**src/rtl/bombe_sweep_ctrl_pkg.sv**
```systemverilog
// Shared types and constants for the bombe position sweep controller.
package bombe_pkg;

    localparam int ALPHABET      = 26;
    localparam int POS_W         = 5;
    localparam int NUM_POSITIONS = 17576;
    localparam int HIT_W         = 4 * POS_W;
    localparam int POS_CNT_W     = 15;
    localparam int HIT_CNT_W     = 16;

    typedef logic [POS_W-1:0] pos_t;

    // One logged stop: rotor triple plus the plugboard mapping reported by the core.
    typedef struct packed {
        pos_t pos_2;
        pos_t pos_1;
        pos_t pos_0;
        pos_t mapping;
    } hit_rec_t;

    typedef enum logic [3:0] {
        ST_IDLE    = 4'd0,
        ST_LOAD    = 4'd1,
        ST_WAIT    = 4'd2,
        ST_HIT     = 4'd3,
        ST_ACK1    = 4'd4,
        ST_ACK2    = 4'd5,
        ST_SKIP    = 4'd6,
        ST_ADVANCE = 4'd7,
        ST_FIN     = 4'd8
    } sweep_state_t;

    // Single rotor step. Returns {wrapped, next}. Anything at or above the last
    // letter wraps to 0 and carries, so out-of-range seeds fall back into range.
    function automatic logic [POS_W:0] rotor_inc(input pos_t p);
        logic [POS_W:0] r;
        if (p >= pos_t'(ALPHABET - 1)) begin
            r = {1'b1, {POS_W{1'b0}}};
        end else begin
            r = {1'b0, p + 5'd1};
        end
        return r;
    endfunction

endpackage

```
**src/rtl/bombe_sweep_ctrl_if.sv**
```systemverilog
// Hit-record drain stream from the sweep controller to the host.
interface bombe_sweep_ctrl_if;
    import bombe_pkg::*;

    logic     hit_valid;
    logic     hit_ready;
    hit_rec_t hit_data;

    modport master (output hit_valid, output hit_data, input hit_ready);
    modport slave  (input hit_valid, input hit_data, output hit_ready);

endinterface

```
**src/rtl/bombe_sweep_ctrl_hit_fifo.sv**
```systemverilog
// Show-ahead hit FIFO. Full/empty come only from the registered count, so a
// push while full is refused even if a pop happens in the same cycle.
module hit_fifo #(
    parameter int DEPTH = 8,
    parameter int WIDTH = 20
) (
    input  logic             clk,
    input  logic             reset,
    input  logic             push,
    input  logic [WIDTH-1:0] wdata,
    input  logic             pop,
    output logic [WIDTH-1:0] rdata,
    output logic             full,
    output logic             empty
);

    localparam int AW = $clog2(DEPTH);

    logic [WIDTH-1:0] mem_q [DEPTH];
    logic [AW-1:0]    wr_ptr_q, wr_ptr_d;
    logic [AW-1:0]    rd_ptr_q, rd_ptr_d;
    logic [AW:0]      count_q,  count_d;
    logic             do_push_s;
    logic             do_pop_s;

    // Qualify requests against the registered occupancy and compute next pointers/count.
    always_comb begin
        full      = (count_q == (AW+1)'(DEPTH));
        empty     = (count_q == {(AW+1){1'b0}});
        do_push_s = push && !full;
        do_pop_s  = pop && !empty;
        wr_ptr_d  = wr_ptr_q;
        rd_ptr_d  = rd_ptr_q;
        count_d   = count_q;
        if (do_push_s) begin
            wr_ptr_d = wr_ptr_q + AW'(1);
        end else begin
            wr_ptr_d = wr_ptr_q;
        end
        if (do_pop_s) begin
            rd_ptr_d = rd_ptr_q + AW'(1);
        end else begin
            rd_ptr_d = rd_ptr_q;
        end
        if (do_push_s && !do_pop_s) begin
            count_d = count_q + (AW+1)'(1);
        end else if (do_pop_s && !do_push_s) begin
            count_d = count_q - (AW+1)'(1);
        end else begin
            count_d = count_q;
        end
    end

    // Pointer and occupancy registers.
    always_ff @(posedge clk) begin
        if (reset) begin
            wr_ptr_q <= {AW{1'b0}};
            rd_ptr_q <= {AW{1'b0}};
            count_q  <= {(AW+1){1'b0}};
        end else begin
            wr_ptr_q <= wr_ptr_d;
            rd_ptr_q <= rd_ptr_d;
            count_q  <= count_d;
        end
    end

    // Storage array; contents are don't-care until written, so no reset.
    always_ff @(posedge clk) begin
        if (do_push_s) begin
            mem_q[wr_ptr_q] <= wdata;
        end
    end

    assign rdata = mem_q[rd_ptr_q];

endmodule

```
**src/rtl/bombe_sweep_ctrl.sv**
```systemverilog
// Sweep sequencer: walks the bombe core over all rotor start positions,
// logs stops into the hit FIFO and runs the stop/acknowledge handshake.
module bombe_sweep_ctrl
    import bombe_pkg::*;
#(
    parameter int FIFO_DEPTH = 8,
    parameter int RST_CYCLES = 2
) (
    input  logic                 clk,
    input  logic                 reset,
    input  logic                 start,
    input  logic                 abort,
    input  logic [POS_W-1:0]     start_pos_0,
    input  logic [POS_W-1:0]     start_pos_1,
    input  logic [POS_W-1:0]     start_pos_2,
    input  logic                 bombe_valid,
    input  logic                 bombe_done,
    input  logic [POS_W-1:0]     bombe_mapping,
    output logic                 bombe_reset,
    output logic                 next_attempt_1,
    output logic                 next_attempt_2,
    output logic                 finish_compute,
    output logic [POS_W-1:0]     rotor_pos_0,
    output logic [POS_W-1:0]     rotor_pos_1,
    output logic [POS_W-1:0]     rotor_pos_2,
    output logic [HIT_CNT_W-1:0] hit_count,
    output logic                 overflow,
    output logic                 busy,
    output logic                 sweep_done,
    bombe_sweep_ctrl_if.master   hit_if
);

    localparam int RC_W = $clog2(RST_CYCLES);
    localparam logic [RC_W-1:0] RC_LAST = RC_W'(RST_CYCLES - 1);

    sweep_state_t         state_q, state_d;
    logic [RC_W-1:0]      rst_cnt_q, rst_cnt_d;
    pos_t                 pos0_q, pos0_d;
    pos_t                 pos1_q, pos1_d;
    pos_t                 pos2_q, pos2_d;
    logic [POS_CNT_W-1:0] pos_count_q, pos_count_d;
    logic [HIT_CNT_W-1:0] hit_count_q, hit_count_d;
    logic                 overflow_q, overflow_d;
    logic                 bombe_reset_q, bombe_reset_d;
    logic                 na1_q, na1_d;
    logic                 na2_q, na2_d;
    logic                 fc_q, fc_d;
    logic                 busy_q, busy_d;
    logic                 sweep_done_q, sweep_done_d;

    logic [POS_W:0]       inc0_s, inc1_s, inc2_s;
    logic                 push_s;
    hit_rec_t             rec_s;
    logic [HIT_W-1:0]     rdata_s;
    logic                 fifo_full_s;
    logic                 fifo_empty_s;

    // Next-state, odometer, counters and the Moore-decoded strobes for the next state.
    always_comb begin
        state_d     = state_q;
        rst_cnt_d   = rst_cnt_q;
        pos0_d      = pos0_q;
        pos1_d      = pos1_q;
        pos2_d      = pos2_q;
        pos_count_d = pos_count_q;
        hit_count_d = hit_count_q;
        overflow_d  = overflow_q;
        push_s      = 1'b0;
        inc0_s      = rotor_inc(pos0_q);
        inc1_s      = rotor_inc(pos1_q);
        inc2_s      = rotor_inc(pos2_q);
        rec_s       = '{pos_2: pos2_q, pos_1: pos1_q, pos_0: pos0_q, mapping: bombe_mapping};

        // Abort takes precedence over all per-state work, including a pending push.
        if (abort && (state_q != ST_IDLE)) begin
            state_d   = ST_IDLE;
            rst_cnt_d = {RC_W{1'b0}};
        end else begin
            case (state_q)
                ST_IDLE: begin
                    if (start) begin
                        pos0_d      = start_pos_0;
                        pos1_d      = start_pos_1;
                        pos2_d      = start_pos_2;
                        pos_count_d = {POS_CNT_W{1'b0}};
                        hit_count_d = {HIT_CNT_W{1'b0}};
                        overflow_d  = 1'b0;
                        rst_cnt_d   = {RC_W{1'b0}};
                        state_d     = ST_LOAD;
                    end else begin
                        state_d = ST_IDLE;
                    end
                end
                ST_LOAD: begin
                    if (rst_cnt_q == RC_LAST) begin
                        rst_cnt_d = {RC_W{1'b0}};
                        state_d   = ST_WAIT;
                    end else begin
                        rst_cnt_d = rst_cnt_q + RC_W'(1);
                    end
                end
                ST_WAIT: begin
                    if (bombe_valid) begin
                        state_d = ST_HIT;
                    end else if (bombe_done) begin
                        state_d = ST_ADVANCE;
                    end else begin
                        state_d = ST_WAIT;
                    end
                end
                ST_HIT: begin
                    if (!fifo_full_s) begin
                        push_s = 1'b1;
                        if (hit_count_q != {HIT_CNT_W{1'b1}}) begin
                            hit_count_d = hit_count_q + 16'd1;
                        end else begin
                            hit_count_d = hit_count_q;
                        end
                        state_d = ST_ACK1;
                    end else begin
                        overflow_d = 1'b1;
                        state_d    = ST_SKIP;
                    end
                end
                ST_ACK1: state_d = ST_ACK2;
                ST_ACK2: state_d = ST_WAIT;
                ST_SKIP: state_d = ST_WAIT;
                ST_ADVANCE: begin
                    pos0_d = inc0_s[POS_W-1:0];
                    if (inc0_s[POS_W]) begin
                        pos1_d = inc1_s[POS_W-1:0];
                        if (inc1_s[POS_W]) begin
                            pos2_d = inc2_s[POS_W-1:0];
                        end else begin
                            pos2_d = pos2_q;
                        end
                    end else begin
                        pos1_d = pos1_q;
                    end
                    pos_count_d = pos_count_q + 15'd1;
                    if (pos_count_d == POS_CNT_W'(NUM_POSITIONS)) begin
                        state_d = ST_FIN;
                    end else begin
                        state_d = ST_LOAD;
                    end
                end
                ST_FIN:  state_d = ST_IDLE;
                default: state_d = ST_IDLE;
            endcase
        end

        // Outputs are registered from the next state so they align with state_q.
        bombe_reset_d = (state_d == ST_IDLE) || (state_d == ST_LOAD);
        na1_d         = (state_d == ST_ACK1);
        na2_d         = (state_d == ST_ACK2);
        fc_d          = (state_d == ST_SKIP);
        busy_d        = (state_d != ST_IDLE);
        sweep_done_d  = (state_d == ST_FIN);
    end

    // Sequencer state, odometer, counters and registered strobes.
    always_ff @(posedge clk) begin
        if (reset) begin
            state_q       <= ST_IDLE;
            rst_cnt_q     <= {RC_W{1'b0}};
            pos0_q        <= {POS_W{1'b0}};
            pos1_q        <= {POS_W{1'b0}};
            pos2_q        <= {POS_W{1'b0}};
            pos_count_q   <= {POS_CNT_W{1'b0}};
            hit_count_q   <= {HIT_CNT_W{1'b0}};
            overflow_q    <= 1'b0;
            bombe_reset_q <= 1'b1;
            na1_q         <= 1'b0;
            na2_q         <= 1'b0;
            fc_q          <= 1'b0;
            busy_q        <= 1'b0;
            sweep_done_q  <= 1'b0;
        end else begin
            state_q       <= state_d;
            rst_cnt_q     <= rst_cnt_d;
            pos0_q        <= pos0_d;
            pos1_q        <= pos1_d;
            pos2_q        <= pos2_d;
            pos_count_q   <= pos_count_d;
            hit_count_q   <= hit_count_d;
            overflow_q    <= overflow_d;
            bombe_reset_q <= bombe_reset_d;
            na1_q         <= na1_d;
            na2_q         <= na2_d;
            fc_q          <= fc_d;
            busy_q        <= busy_d;
            sweep_done_q  <= sweep_done_d;
        end
    end

    hit_fifo #(
        .DEPTH (FIFO_DEPTH),
        .WIDTH (HIT_W)
    ) u_hit_fifo (
        .clk   (clk),
        .reset (reset),
        .push  (push_s),
        .wdata (rec_s),
        .pop   (hit_if.hit_ready),
        .rdata (rdata_s),
        .full  (fifo_full_s),
        .empty (fifo_empty_s)
    );

    assign hit_if.hit_valid = !fifo_empty_s;
    assign hit_if.hit_data  = hit_rec_t'(rdata_s);

    assign bombe_reset    = bombe_reset_q;
    assign next_attempt_1 = na1_q;
    assign next_attempt_2 = na2_q;
    assign finish_compute = fc_q;
    assign rotor_pos_0    = pos0_q;
    assign rotor_pos_1    = pos1_q;
    assign rotor_pos_2    = pos2_q;
    assign hit_count      = hit_count_q;
    assign overflow       = overflow_q;
    assign busy           = busy_q;
    assign sweep_done     = sweep_done_q;

endmodule

```
**src/flat_wrapper.sv**
```systemverilog
// flat-port wrapper written by rule: the top's interface ports become plain ports
module bombe_sweep_ctrl_flat import bombe_pkg::*;
#(
    parameter int FIFO_DEPTH = 8,
    parameter int RST_CYCLES = 2
)
  (clk, reset, start, abort, start_pos_0, start_pos_1, start_pos_2, bombe_valid, bombe_done, bombe_mapping, bombe_reset, next_attempt_1, next_attempt_2, finish_compute, rotor_pos_0, rotor_pos_1, rotor_pos_2, hit_count, overflow, busy, sweep_done, hit_if_hit_valid, hit_if_hit_data, hit_if_hit_ready);
  bombe_sweep_ctrl_if hit_if_i ();
  input  logic clk;
  input  logic reset;
  input  logic start;
  input  logic abort;
  input  logic [POS_W-1:0] start_pos_0;
  input  logic [POS_W-1:0] start_pos_1;
  input  logic [POS_W-1:0] start_pos_2;
  input  logic bombe_valid;
  input  logic bombe_done;
  input  logic [POS_W-1:0] bombe_mapping;
  output logic bombe_reset;
  output logic next_attempt_1;
  output logic next_attempt_2;
  output logic finish_compute;
  output logic [POS_W-1:0] rotor_pos_0;
  output logic [POS_W-1:0] rotor_pos_1;
  output logic [POS_W-1:0] rotor_pos_2;
  output logic [HIT_CNT_W-1:0] hit_count;
  output logic overflow;
  output logic busy;
  output logic sweep_done;
  output wire logic [$bits(hit_if_i.hit_valid)-1:0] hit_if_hit_valid;
  output wire logic [$bits(hit_if_i.hit_data)-1:0] hit_if_hit_data;
  input wire logic [$bits(hit_if_i.hit_ready)-1:0] hit_if_hit_ready;
  assign hit_if_hit_valid = hit_if_i.hit_valid;
  assign hit_if_hit_data = hit_if_i.hit_data;
  assign hit_if_i.hit_ready = hit_if_hit_ready;
  bombe_sweep_ctrl #(.FIFO_DEPTH(FIFO_DEPTH), .RST_CYCLES(RST_CYCLES)) u_core (.clk(clk), .reset(reset), .start(start), .abort(abort), .start_pos_0(start_pos_0), .start_pos_1(start_pos_1), .start_pos_2(start_pos_2), .bombe_valid(bombe_valid), .bombe_done(bombe_done), .bombe_mapping(bombe_mapping), .bombe_reset(bombe_reset), .next_attempt_1(next_attempt_1), .next_attempt_2(next_attempt_2), .finish_compute(finish_compute), .rotor_pos_0(rotor_pos_0), .rotor_pos_1(rotor_pos_1), .rotor_pos_2(rotor_pos_2), .hit_count(hit_count), .overflow(overflow), .busy(busy), .sweep_done(sweep_done), .hit_if(hit_if_i));
endmodule
```
**config.mk**
```make
export PLATFORM = sky130hd
export DESIGN_NAME = bombe_sweep_ctrl_flat
export DESIGN_NICKNAME = d
export VERILOG_FILES = /design/src/rtl/bombe_sweep_ctrl_pkg.sv /design/src/rtl/bombe_sweep_ctrl_if.sv /design/src/rtl/bombe_sweep_ctrl_hit_fifo.sv /design/src/rtl/bombe_sweep_ctrl.sv /design/src/flat_wrapper.sv
export SDC_FILE = /design/constraint.sdc
export NUM_CORES = 1
export LEC_CHECK = 0
export ABC_CLOCK_PERIOD_IN_PS = 3700
export BUFFER_PORTS_ARGS = -buffer_cell sky130_fd_sc_hd__buf_2
export CORE_AREA = 4 4 138 140
export CTS_BUF_LIST = sky130_fd_sc_hd__clkbuf_2 sky130_fd_sc_hd__clkbuf_4 sky130_fd_sc_hd__clkbuf_8
export DETAILED_ROUTE_END_ITERATION = 10
export DIE_AREA = 0 0 142 144
export PLACE_DENSITY = 0.78
export SLEW_MARGIN = 20
export SYNTH_ARGS = -nofsm -noshare
export SYNTH_HDL_FRONTEND = slang
export SYNTH_SLANG_ARGS = --single-unit
```
**constraint.sdc**
```tcl
create_clock -name clk -period 3.7 [get_ports clk]
set_input_delay 0.74 -clock clk [delete_from_list [all_inputs] [get_ports clk]]
set_output_delay 0.74 -clock clk [all_outputs]
set_load 0.05 [all_outputs]
```
# Word-level counts from Yosys, hierarchy flattened
# Memories as Yosys holds them, arrays and structs flattened. A register that Yosys moved wholly into a read port is not among the register bits.
# Index checks and enable logic that the tools add are counted.
# W data, S select, Z words.
[word_totals] register_bits=68 latchBits=0 mem_bits_rw=160 romBits=0 input_bits=27 out_inout_bits=59 word_cells=120 mem_count=1
[memory_table] name="u_core.u_hit_fifo.mem_q" depth=8 word_bits=20 read_ports=1 rd_clocked_by_memory_dff=1 write_ports=1 line="bombe_sweep_ctrl_hit_fifo.sv:19" source="logic [WIDTH-1:0] mem_q [DEPTH];"
[classes] addsub=10 multipliers=0 div=0 order_cmp=3 n_eq_ne=21 shift=0 muxes=40 bitwise=1 n_reduce_logical=27
[op_table] cell="$mux W16" n=3
[op_table] cell="$mux W5" n=7
[op_table] cell="$pmux W16 S2" n=1
[op_table] cell="$pmux W15 S2" n=1
[op_table] cell="$pmux W5 S2" n=3
[op_table] cell="$eq A4 B3 Y1 const B" n=7
[op_table] cell="$pmux W4 S7" n=1
[op_table] cell="$mux W4" n=6
[op_table] cell="$add A16 B1 Y16 const B" n=1
[op_table] cell="$ne A16 B16 Y1 const B" n=1
[op_table] cell="$add A15 B1 Y15 const B" n=1
[op_table] cell="$add A5 B1 Y5 const B" n=3
[op_table] cell="$eq A15 B15 Y1 const B" n=1
[op_table] cell="$ge A5 B5 Y1 const B" n=3
[op_table] cell="$mux W15" n=1
[op_table] cell="$logic_not A4 Y1" n=3
[op_table] cell="$mux W6" n=2
[op_table] cell="$reduce_and A5 Y1" n=2
[op_table] cell="$mux W1" n=9
[op_table] cell="$mux W3" n=3
[op_table] cell="$eq A4 B1 Y1 const B" n=2
[op_table] cell="$eq A4 B2 Y1 const B" n=2
[op_table] cell="$eq A4 B4 Y1 const B" n=2
[op_table] cell="$ne A2 B1 Y1 const B" n=4
[op_table] cell="other kinds (17)" n=33

# Longest topological paths before layout
[logic_depth] word_depth=9 ltp_mapped=12 mapped_depth_nobuf=11

# Cells and area by module
# Synthesis repeated with hierarchy kept, for this count alone.
[hier_totals] cells_unflattened=706 hier_area_um2=9980.8
[by_module_without_submodules] mod="hit_fifo" n_inst=1 cells_per_inst=304 area_each_um2=6821.5
[by_module_without_submodules] mod="bombe_sweep_ctrl" n_inst=1 cells_per_inst=402 area_each_um2=3159.3

# Worst setup path after synthesis
# Ideal clock, no wire load.
[synth_path] path_kind="input to register" startpoint="input abort" endpoint="memory u_core.u_hit_fifo.mem_q[0][0], enable pin" arrival_ns=3.135 required_ns=3.252 setup_slack_ns=0.116 path_stages=3 n_path_buf=0 path_cell_list="and3b_1 > nand3_1 > nor4_1"
[synth_between] elab_chain_len=5
[synth_lines] element="start, declared" line="flat_wrapper.sv:12" source="input logic abort;"
[synth_lines] element="$logic_and A1 B1 Y1" line="bombe_sweep_ctrl.sv:75" source="if (abort && (state_q != ST_IDLE)) begin"
[synth_lines] element="$mux W1" line="bombe_sweep_ctrl.sv:75"
[synth_lines] element="$logic_and A1 B1 Y1" line="bombe_sweep_ctrl_hit_fifo.sv:30" source="do_push_s = push && !full;"
[synth_lines] element="$mux W1" line="bombe_sweep_ctrl_hit_fifo.sv:69" source="if (do_push_s) begin"
[synth_lines] element="$mux W1 (implied by the code)" line="bombe_sweep_ctrl_hit_fifo.sv:70" source="mem_q[wr_ptr_q] <= wdata;"
[synth_lines] element="end, declared" line="bombe_sweep_ctrl_hit_fifo.sv:19"
# Every way passes these cells.

# Worst setup path in the final report
[layout_path] startpoint="register u_core.u_hit_fifo.count_q[0]" endpoint="register u_core.u_hit_fifo.count_q[3]"
[layout_between] elab_chain_len=8
[layout_lines] element="start, declared" line="bombe_sweep_ctrl_hit_fifo.sv:22" source="logic [AW:0] count_q, count_d;"
[layout_lines] element="start signal, assigned" line="bombe_sweep_ctrl_hit_fifo.sv:59" source="count_q <= {(AW+1){1'b0}};"
[layout_lines] element="start signal, assigned" line="bombe_sweep_ctrl_hit_fifo.sv:63" source="count_q <= count_d;"
[layout_lines] element="$eq A4 B4 Y1 (*)" line="bombe_sweep_ctrl_hit_fifo.sv:28" source="full = (count_q == (AW+1)'(DEPTH));"
[layout_lines] element="$mux W1" line="bombe_sweep_ctrl.sv:112" source="if (!fifo_full_s) begin"
[layout_lines] element="$mux W1" line="bombe_sweep_ctrl.sv:79" source="case (state_q)"
[layout_lines] element="$mux W1" line="bombe_sweep_ctrl.sv:75"
[layout_lines] element="$logic_and A1 B1 Y1 (*)" line="bombe_sweep_ctrl_hit_fifo.sv:30"
[layout_lines] element="net u_core.u_hit_fifo.do_push_s" line="bombe_sweep_ctrl_hit_fifo.sv:23" source="logic do_push_s;"
[layout_lines] element="$logic_not A1 Y1" line="bombe_sweep_ctrl_hit_fifo.sv:47" source="end else if (do_pop_s && !do_push_s) begin"
[layout_lines] element="$logic_and A1 B1 Y1" line="bombe_sweep_ctrl_hit_fifo.sv:47"
[layout_lines] element="$reduce_bool A2 Y1 (no source line)"
# Mark *: on every way through the listed nets, which the timed path passes. The rest lies on a longest branch. The select of a mux whose other input is x is not followed.
# A chain may end at the register's enable or synchronous reset.

==> summary.md <==
| Metric | Value |
|---|---|
| Mapped cell area | 9833 sq um |
| IO Port Bufs | between 80 and 90 |
| Clock Skew | between 0.01 and 0.015 ns |
| Largest net degree at the start of global routing | roughly 40 |
| Final setup vio count | 0 |
| WHS | 0.4869 ns |
| WHS Path Cells | 2 |
| CP Class | flop to flop |
| Number of synthesized flops with an enable pin | 160 |
| Least-Margin Pin Slew | 1.053 ns |
| Synth top cells by count | 160 x edfxtp_1, 73 x nor2_1, 71 x dfxtp_1 |
| Rows | between 40 and 50 |
| Max-slew violations | 0 |
| Hpwl dp | about 13 mm |
| Area grow syn2layout | 14.81% |
| Cell taking the most area after synthesis | edfxtp_1 |
| Die Height | about 140 microns |
| Tmin final | roughly 3.1 ns |
| Worst-Skew Late Latency | 0.53 ns |
| Synth area leaders | edfxtp_1 49%, dfxtp_1 14%, mux4_2 9.2% |
| Pre-CTS setup slack | between 0.5 and 0.6 ns |
| Critical path arrival | 3.58 ns |
| RSZ-0062 raised after global routing | no |
| Footprint of the multi-input gates | between 3000 and 4000 sq um |
| Layout cell share with drive strength beyond 1 | 0.2792 |
| Post-CTS setup buffers | 0 |
| Sequential Area | a little over 6000 sq um |
| Longest Clk Path Bufs | 3 |
| Grt total ovfl | 0 |
| TritonCTS Sinks | 231 |
| TritonCTS Buffers | 37 |
| DRC Markers | 0 |
| Clock tree from TritonCTS | done |
| Via density | a little under 6 |
| Core Region | roughly 18000 sq um |
| Warnings from Yosys | 0 |
| Placer Congestion | ~0.85 |
| Post-synth ARST share | 0 |
| Cell count of the worst reg-to-reg path | 12 |
| Worst setup EP type | flop |
| CTS H-Tree Depth | 2 |
| Most common cell in the netlist | edfxtp_1 |
| Clk pin slew, worst setup/hold paths | approximately 0.06 ns |
| Initial core utilization | 0.5512 |
| Max_cap viols | 0 |
| Worst VDD drop | about 370 uV |
| Final worst path period share | 0.8484 |
| Largest fanout on the critical path | 7 |
| P_leak | just under 4 nW |
| Flop and latch count out of synthesis | between 200 and 250 |
| Post-synth top area share | 0.4886 |
| First-pass DRT Iterations | 5 |
| Setup TNS | 0 ns |
| Syn Inst Count | between 700 and 800 |
| NumNets Final | approximately 860 |
| Status | completed |
| Post-CTS sizing | 0 |
| Layout fillers | 1343 |
| Mean Syn Cell Area | 13.70 sq um |
| ANT nets after route | 0 |
| Final WS setup | 0.5609 ns |
| Vias | 6402 |
| Fin util | 0.6328 |
| GRT Total Usage | 0.2050 |
| Register area share after synthesis | 0.6332 |
| Wirelength, routed | between 20 and 25 mm |
| Worst EP required | 4.14 ns |
| Vias in the first global route | around 6500 |
| Min-Delay Path Class | flop to flop |
| Dpl cells | just over 1000 |
| Die Area | 20450 sq um |
| Post-Layout Cell Count | roughly 1100 |
| First-pass GRT wire length | 33.08 mm |
| Prevailing post-synth register cell | edfxtp_1 |
| Cell Pwr Density | about 580 nW/um^2 |
| Io pins | 86 |
| Die Wd | 142 microns |
| Fmax | between 300 and 400 MHz |
| Syn nets | 760 |
| Drt wl/cell | 19.28 microns |
| Slew margin rel. | 0.2978 |
| Initial antenna violation count | 3 |
| # hold bufs at CTS | 0 |
| Startpoint Class | flop |
| CTS root buf | clkbuf_8 |
| Final hold violation count | 0 |
| Distinct cells, synth | 56 |
| Iteration-0 DRC Markers | 380 |
==> cell type report <==
| type | count | area share |
|---|---|---|
| clock inverters | 22 | 0.01363 |
| clock buffers | 45 | 0.05098 |
| multi-input cells | 437 | 0.3041 |
| well taps | 229 | 0.02538 |
| repair buffers | 102 | 0.05009 |
| flip-flops and latches | 231 | 0.5516 |
| diodes | 1 | 0.0002217 |
| inverters | 12 | 0.003990 |
==> cells in the final DEF (no fill, tap or decap), types with 16 or more instances in the layout <==
master and n:
o21ai_0 24, buf_4 16, nand3_1 23, edfxtp_1 160, clkbuf_8 38, nand2_1 37, mux4_2 40, nor2_1 73
xnor2_1 19, mux2_2 20, nor3_1 17, dfxtp_1 70, a21oi_1 35, buf_2 85
==> per-stage QoR <==
step / instance area [sq um] / power [mW]
6_report: 11290 / 6.563
2_1_floorplan: 9833 / 4.165
3_5_place_dp: 10560 / 4.493
3_3_place_gp: 10560 / 4.442
5_1_grt: 11290 / 6.869
4_1_cts: 11290 / 6.635
==> routing by layer <==
| metal | share of wire | track usage | wire (microns) | vias up |
|---|---|---|---|---|
| met3 | 0.066 | 0.04563 | 1368 | 50 |
| met5 | 0.0011 | 0 | 22 | - |
| met2 | 0.49 | 0.3493 | 10270 | 208 |
| met1 | 0.42 | 0.2604 | 8655 | 3160 |
| met4 | 0.023 | 0.07374 | 485 | 4 |
| li1 | - | - | - | 2980 |
==> critical path, stage by stage (launching register included) <==
cell and delay [ns]:
dfxtp_1 0.37, or4b_2 0.76, nand3_1 0.10, buf_4 0.17
inv_1 0.12, ha_1 0.25, inv_1 0.12, ha_1 0.25
a21o_1 0.18, a21oi_1 0.18, xnor2_1 0.11, or3_1 0.31
a21oi_1 0.15
==> registers in the layout (all words and copies together) (netlist names), 3 cells and up, named ones only <==
register / count
u_core.u_hit_fifo.rd_ptr_q: 3
u_core.u_hit_fifo.wr_ptr_q: 3
u_core.u_hit_fifo.count_q: 4
u_core.rotor_pos_1: 5
u_core.state_q: 4
u_core.rotor_pos_2: 5
u_core.u_hit_fifo.mem_q: 160
u_core.rotor_pos_0: 5
u_core.pos_count_q: 15
u_core.hit_count: 16
==> cells by family (layout without fill, tap and decap cells) <==
logic type,Yosys count,in the layout,synth area share
compound gates,109,109,0.07024
xor+xnor,29,29,0.02583
fa+ha+maj,15,15,0.01985
buf+inv,50,181,0.02036
flops,231,231,0.6332
mux,63,63,0.1176
other cells,0,1,0
simple gates,221,221,0.1130
==> report_power, final <==
part	total (mW)	internal, mW	leakage [nW]	switching, mW
sequential	2.98	2.86	2.04	0.127
combinational	1.44	0.571	1.49	0.873
clock	2.14	1.17	0.383	0.961
==> path summary, 6_finish.rpt <==
path                                start                      endpoint  slack (ns)
min reg2reg               u_core.overflow               u_core.overflow        0.49
max reg2reg  u_core.u_hit_fifo.count_q[0]  u_core.u_hit_fifo.count_q[3]        0.56
max          u_core.u_hit_fifo.count_q[0]  u_core.u_hit_fifo.count_q[3]        0.56
min                       u_core.overflow               u_core.overflow        0.49
No activity file was read; power rests on OpenSTA's default activity.
